`src/rtl/axi_stream_arb_pkg.sv`:
```
// Shared types and constants for the AXI channel stream arbiter.
// Channel indices follow the converter's AR/AW/R/W/B ordering.
package axi_stream_arb_pkg;

    typedef enum logic [0:0] {
        IDLE   = 1'b0,
        LOCKED = 1'b1
    } arb_state_t;

    localparam int CH_AR = 0;
    localparam int CH_AW = 1;
    localparam int CH_R  = 2;
    localparam int CH_W  = 3;
    localparam int CH_B  = 4;

    // (base + off) mod n, assuming base < n and off < n
    function automatic int rr_wrap(input int base, input int off, input int n);
        int s;
        s = base + off;
        if (s >= n) s = s - n;
        return s;
    endfunction

endpackage

```
`src/rtl/rr_priority_picker.sv`:
```
// Combinational rotating-priority picker: first set request at or after i_ptr,
// wrapping around; returns one-hot grant, its index and whether anything was set.
module rr_priority_picker
    import axi_stream_arb_pkg::*;
#(
    parameter int N     = 5,
    parameter int IDX_W = 3
) (
    input  logic [N-1:0]     i_req,
    input  logic [IDX_W-1:0] i_ptr,
    output logic [N-1:0]     o_grant,
    output logic [IDX_W-1:0] o_idx,
    output logic             o_any
);

    logic [N-1:0] w_bit;

    // Walk from the farthest offset back to i_ptr so the nearest request wins.
    always_comb begin
        o_grant = '0;
        o_idx   = '0;
        o_any   = 1'b0;
        w_bit   = '0;
        for (int k = N - 1; k >= 0; k--) begin
            w_bit = N'(1) << rr_wrap(int'(i_ptr), k, N);
            if ((i_req & w_bit) != '0) begin
                o_grant = w_bit;
                o_idx   = IDX_W'(rr_wrap(int'(i_ptr), k, N));
                o_any   = 1'b1;
            end
        end
    end

endmodule

```
`src/rtl/axi_channel_stream_arbiter.sv`:
```
// Packet-granular round-robin merge of the AR/AW/R/W/B streams onto one
// registered AXI-Stream output, tagging each beat with its source channel.
module axi_channel_stream_arbiter
    import axi_stream_arb_pkg::*;
#(
    parameter int CHANNELS = 5,
    parameter int DATA_W   = 64,
    parameter int ID_W     = 3,
    parameter int CNT_W    = 16
) (
    input  logic                         aclk,
    input  logic                         areset,
    input  logic [CHANNELS*DATA_W-1:0]   s_tdata,
    input  logic [CHANNELS-1:0]          s_tvalid,
    input  logic [CHANNELS-1:0]          s_tlast,
    output logic [CHANNELS-1:0]          s_tready,
    input  logic [CHANNELS-1:0]          ch_enable,
    output logic [DATA_W-1:0]            m_tdata,
    output logic                         m_tvalid,
    output logic                         m_tlast,
    output logic [ID_W-1:0]              m_tid,
    input  logic                         m_tready,
    output logic                         busy,
    output logic [CNT_W-1:0]             pkt_count
);

    arb_state_t          r_state;
    logic [ID_W-1:0]     r_grant;
    logic [ID_W-1:0]     r_rr_ptr;
    logic [DATA_W-1:0]   r_m_tdata;
    logic                r_m_tvalid;
    logic                r_m_tlast;
    logic [ID_W-1:0]     r_m_tid;
    logic [CNT_W-1:0]    r_pkt_cnt;

    logic [CHANNELS-1:0] w_pick_oh;
    logic [ID_W-1:0]     w_pick_idx;
    logic                w_pick_any;
    logic [DATA_W-1:0]   w_sel_data;
    logic                w_sel_last;
    logic                w_sel_valid;
    logic                w_out_free;
    logic                w_src_hs;
    logic                w_out_hs;
    logic [ID_W-1:0]     w_next_ptr;

    rr_priority_picker #(
        .N     (CHANNELS),
        .IDX_W (ID_W)
    ) u_picker (
        .i_req   (s_tvalid & ch_enable),
        .i_ptr   (r_rr_ptr),
        .o_grant (w_pick_oh),
        .o_idx   (w_pick_idx),
        .o_any   (w_pick_any)
    );

    always_comb begin
        w_sel_data  = '0;
        w_sel_last  = 1'b0;
        w_sel_valid = 1'b0;
        for (int i = 0; i < CHANNELS; i++) begin
            if (r_grant == ID_W'(i)) begin
                w_sel_data  = s_tdata[i*DATA_W +: DATA_W];
                w_sel_last  = s_tlast[i];
                w_sel_valid = s_tvalid[i];
            end
        end
    end

    // Ready is a function of state and output occupancy only, never of s_tvalid.
    assign w_out_free = !r_m_tvalid || m_tready;
    assign s_tready   = (r_state == LOCKED && w_out_free) ? (CHANNELS'(1) << r_grant) : '0;
    assign w_src_hs   = (r_state == LOCKED) && w_out_free && w_sel_valid;
    assign w_out_hs   = r_m_tvalid && m_tready;
    assign w_next_ptr = (r_grant == ID_W'(CHANNELS - 1)) ? '0 : r_grant + 1'b1;

    always_ff @(posedge aclk or posedge areset) begin
        if (areset) begin
            r_state  <= IDLE;
            r_grant  <= '0;
            r_rr_ptr <= '0;
        end else begin
            case (r_state)
                IDLE: begin
                    if (w_pick_any) begin
                        r_grant <= w_pick_idx;
                        r_state <= LOCKED;
                    end
                end
                LOCKED: begin
                    if (w_src_hs && w_sel_last) begin
                        r_state  <= IDLE;
                        r_rr_ptr <= w_next_ptr;
                    end
                end
                default: r_state <= IDLE;
            endcase
        end
    end

    always_ff @(posedge aclk or posedge areset) begin
        if (areset) begin
            r_m_tdata  <= '0;
            r_m_tvalid <= 1'b0;
            r_m_tlast  <= 1'b0;
            r_m_tid    <= '0;
        end else if (w_src_hs) begin
            r_m_tdata  <= w_sel_data;
            r_m_tvalid <= 1'b1;
            r_m_tlast  <= w_sel_last;
            r_m_tid    <= r_grant;
        end else if (w_out_hs) begin
            r_m_tvalid <= 1'b0;
        end
    end

    always_ff @(posedge aclk or posedge areset) begin
        if (areset)
            r_pkt_cnt <= '0;
        else if (w_out_hs && r_m_tlast)
            r_pkt_cnt <= r_pkt_cnt + 1'b1;
    end

    assign m_tdata   = r_m_tdata;
    assign m_tvalid  = r_m_tvalid;
    assign m_tlast   = r_m_tlast;
    assign m_tid     = r_m_tid;
    assign busy      = (r_state == LOCKED);
    assign pkt_count = r_pkt_cnt;

endmodule

```
`config.mk`:
```
export PLATFORM = sky130hd
export DESIGN_NAME = axi_channel_stream_arbiter
export DESIGN_NICKNAME = d
export VERILOG_FILES = /design/src/rtl/axi_stream_arb_pkg.sv /design/src/rtl/rr_priority_picker.sv /design/src/rtl/axi_channel_stream_arbiter.sv
export SDC_FILE = /design/constraint.sdc
export NUM_CORES = 1
export LEC_CHECK = 0
export CAP_MARGIN = 10
export CORE_MARGIN = 4
export CORE_UTILIZATION = 25
export DETAILED_ROUTE_END_ITERATION = 16
export PLACE_DENSITY = 0.52
export SLEW_MARGIN = 20
export SYNTH_ARGS = -nofsm -noshare
export SYNTH_HDL_FRONTEND = slang
export SYNTH_HIERARCHICAL = 1
export SYNTH_SLANG_ARGS = --single-unit
export TNS_END_PERCENT = 100
```
`constraint.sdc`:
```
create_clock -name aclk -period 9.8 [get_ports aclk]
set_clock_uncertainty 0.1 [all_clocks]
set_input_delay 1.96 -clock aclk [delete_from_list [all_inputs] [get_ports aclk]]
set_output_delay 1.96 -clock aclk [all_outputs]
set_load 0.005 [all_outputs]
```
# Word-level counts from Yosys, hierarchy flattened
# Cells that the tools add are included.
# totals
regBits,92
# classes
add_sub_neg,11
order_cmp,5
n_eq_ne,4
shifts,6
mux,37
bitwise,7
n_reduce_logical,16
# ops
op,count
$mux W64,5
$mux W32,5
$shl A1 B32 Y5 const A,5
$ge A32 B4 Y1 const B,3
$sub A32 B4 Y32 const B,3
$and A5 B5 Y5,6
$reduce_bool A5 Y1,5
$mux W1,19
$mux W3,6
$add A16 B1 Y16 const B,1
$add A3 B2 Y4 const B,2
$eq A3 B2 Y1 const B,2
$logic_and A1 B1 Y1,5
$mux W5,1
$shl A1 B3 Y5 const A,1
$sub A4 B3 Y5 const B,1
$add A3 B1 Y4 const B,1
$add A3 B3 Y4 const B,1
$ge A4 B3 Y1 const B,1
$reduce_and A2 Y1,2
$sub A3 B3 Y4 const B,1
$add A3 B1 Y3 const B,1
$eq A3 B1 Y1 const B,1
$eq A3 B3 Y1 const B,1
other kinds (7),7

# Depth between registers and ports, before layout
# logic_depth
depth_word,13
depth_mapped,16
mapped_depth_nobuf,14

# Modules after synthesis
# The synthesis kept the hierarchy.
# modules_own_cells
mod,instances,cells_per_inst,area_each_um2,seq_area_each_um2
axi_channel_stream_arbiter,1,786,6875.3,2302.2
rr_priority_picker,1,246,1806.7,0.0

# Worst setup path after synthesis
# OpenSTA, ideal clock, no wires.
# synth_timing
kind,in2out
startpoint,in m_tready
endpoint,out s_tready[0]
t_arrival_ns,2.497
t_required_ns,7.740
slack_ns,5.243
cell_stages,3
n_path_buf,0
path_cell_list,nand2b_1 -> and2_1 -> and3_1
# synth_between
elab_chain_len,3
# synth_rtl
element,line_no,source
from (decl),axi_channel_stream_arbiter.sv:22,"input logic m_tready,"
$logic_or A1 B1 Y1,axi_channel_stream_arbiter.sv:72,assign w_out_free = !r_m_tvalid || m_tready;
$logic_and A1 B1 Y1,axi_channel_stream_arbiter.sv:73,assign s_tready = (r_state == LOCKED && w_out_free) ? (CHANNELS'(1) << r_grant) : '0;
$mux W5,axi_channel_stream_arbiter.sv:73,
to (decl),axi_channel_stream_arbiter.sv:16,"output logic [CHANNELS-1:0] s_tready,"
# Every way passes these cells.

# Final worst setup path
# Same ends and word-level chain as after synthesis.

==> run_results.csv <==
group,metric,value,unit
run_status,outcome,"finished clean",
setup_path,slowest_stage,"clkdlybuf4s50_1",
timing,hold_violations,0,
setup_path,end_kind,"primary output",
setup_path,crit_arrival,3.60,ns
clocking,htree_levels,3,
floorplanning,io_pins,429,
floorplanning,die_h,192,µm
power_and_ir_drop,power_frac_comb,71.6,%
finish,area.sequential,2300,µm²
hold_path,hold_end,"pkt_count[15]$_DFFE_PP0P_",
timing,holdWs,0.364,ns
global_route,grt_pass1_vias,9047,
placed_design,numPortBuffers,428,
setup_path,cpPeakStageDelay,0.53,ns
floorplanning,rows,67,
timing,fmax,177,MHz
route,drtPass1Iterations,5,
clocking,cts_buffers,9,
timing,setup-tns-final,0,ns
clocking,clkSlewWorstSetupHoldPaths,0.06,ns
finish,nFillCells,3348,
setup_path,r2r_start,"r_rr_ptr[1]$_DFFE_PP0P_",
hold_path,holdPathStages,1,
timing,finalCritPeriodShare,57.8,%
timing,fin_crit,5.66,ns
power_and_ir_drop,powerDensity,276,nW/µm²
clocking,clock_path_buffers,2,
finish,multiInputGateArea,5360,µm²
route,drt_iter0_drc,396,
timing,rsz0062_at_grt,"no",
setup_path,path_cells,"clkdlybuf4s50_1 > nand2b_1 > and2_1 > and3_1 > clkdlybuf4s50_1",
setup_path,r2r_slack,5.47,ns
route,drc,0,
finish,area_growth,56.5,%
setup_path,worstSetupPathType,"input pin to primary output",
setup_path,cpMostUsedCell,"clkdlybuf4s50_1",
power_and_ir_drop,total_power,3.65,mW
setup_path,ff2ff_path_depth,11,
run,drv_cap,0,
floorplanning,core,33400,µm²
power_and_ir_drop,p_sw_share,46.2,%
floorplanning,initial_core_util,25.2,%
placed_design,dp_hpwl,28.6,mm
yosys,synth_warnings,6,
global_route,antenna_found_initial,5,
clocking,worstSkewPairLatency,0.36,ns
setup_path,cp_max_fo,5,
floorplanning,die-area,36800,µm²
power_and_ir_drop,pwr-share-clk,10.3,%
global_route,grt_max_degree,97,
power_and_ir_drop,p_leak,5.47,nW
setup_path,path_buf_inv,2,
setup_path,r2r-end,"r_grant[1]$_DFFE_PP0P_",
setup_path,worstPathRequired,7.74,ns
setup_path,cp_top_family,"buffers and inverters",
hold_path,min_from,"pkt_count[15]$_DFFE_PP0P_",
power_and_ir_drop,seq_power_share,18.1,%
clocking,post-cts-setup-buffers,0,
route,vias,9029,
floorplanning,die_x,192,µm
clocking,cts.sinks,92,
clocking,cts_tree,"done",
yosys,synth.avg_cell_area,8.49,µm²
route,wl_per_cell,21.7,µm
finish,drive_gt1_share,4.79,%
yosys,syn_area,8440,µm²
placed_design,placed_cells,1790,
finish,fin_nets,1715,
route,wirelength,39.3,mm
timing,tightest_slew,1.08,ns
finish,utilization,39.5,%
hold_path,hold_path_class,"flip-flop to flip-flop",
route,vias_per_cell,4.99,
yosys,synthCells,995,
clocking,cts-resized-gates,0,
finish,instances_no_fill,1811,
timing,slew_viol_final,0,
power_and_ir_drop,p_sw,1.68,mW
power_and_ir_drop,irDropWorstVdd,0.109,mV
setup_path,crit_path_start,"m_tready",
clocking,postCtsHoldBufs,0,
setup_path,critPathLaunchType,"input pin",
global_route,grt-ovfl-total,0,
placed_design,gp_congestion,0.875,
timing,setup_viol_count_final,0,
global_route,grt_usage,19.9,%
route,antenna_left,0,
global_route,grt_pass1_wl,56.4,mm
clocking,cts_root_buf,"clkbuf_16",
power_and_ir_drop,internal_power,1.96,mW
yosys,synth_nets,1357,
timing,slew_headroom,28.1,%
-- routing by layer --
metal  vias to the layer above  track usage, %  wire length [µm]
met5                         -               0                13
met4                         2            4.48               670
met3                        33            4.60              2780
met2                       340            34.0             18900
met1                      4338            25.6             16900
li1                       4316               -                 -
-- cells in the final DEF, fill, tap and decap left out, types with 5 or more instances in the layout --
cell type	instances
clkdlybuf4s50_1	428
nand3b_1	130
dfrtp_1	92
nand2_1	86
a21oi_1	81
inv_1	80
mux2i_1	71
o221ai_1	66
a21o_1	65
nor2_1	20
ha_1	20
o21ai_0	16
nand3_1	14
xnor2_1	14
and2_1	11
buf_4	11
nand2b_1	10
and3_1	9
clkbuf_16	9
mux2_2	8
xor2_1	7
nand4_1	6
diode_2	5
o21a_1	5
o211ai_1	5
a31oi_1	5
-- layout make-up --
type / count / share of cell area (%)
clock buffers: 9 / 1.70
diodes: 5 / 0.0947
repair buffers: 439 / 33.1
multi-input cells: 728 / 40.5
well taps: 448 / 4.24
inverters: 83 / 2.38
flip-flops and latches: 92 / 17.4
clock inverters: 7 / 0.559
-- worst max path at each step --
stage / to / cells past startpoint / slack (ns)
global route: s_tready[1] / 5 / 4.06
finish: s_tready[0] / 5 / 4.14
global placement: s_tready[1] / 5 / 4.18
detailed placement: s_tready[0] / 5 / 4.16
floorplan: s_tready[0] / 3 / 5.24
CTS: s_tready[0] / 5 / 4.15
-- state kept, by name, summed over array words and instances, names as in the netlist --
register / cells
m_tdata: 64
m_tvalid: 1
m_tlast: 1
r_grant: 3
busy: 1
r_rr_ptr: 3
m_tid: 3
pkt_count: 16
-- stage by stage --
stage               instance area [µm²]  setup WS, ns
global route                      13200          4.06
floorplan                          8440          5.24
detailed placement                12900          4.16
CTS                               13200          4.15
global placement                  12900          4.18
finish                            13200          4.14
-- power by group through the flow --
stage / Combinational [mW] / Sequential [mW] / Clock (mW)
CTS: 2.65 / 0.661 / 0.393
global route: 2.86 / 0.682 / 0.403
global placement: 2.62 / 0.660 / 0
floorplan: 1.75 / 0.652 / 0
detailed placement: 2.64 / 0.665 / 0
finish: 2.61 / 0.659 / 0.375
Note: power is estimated with default switching activity, not from simulation.
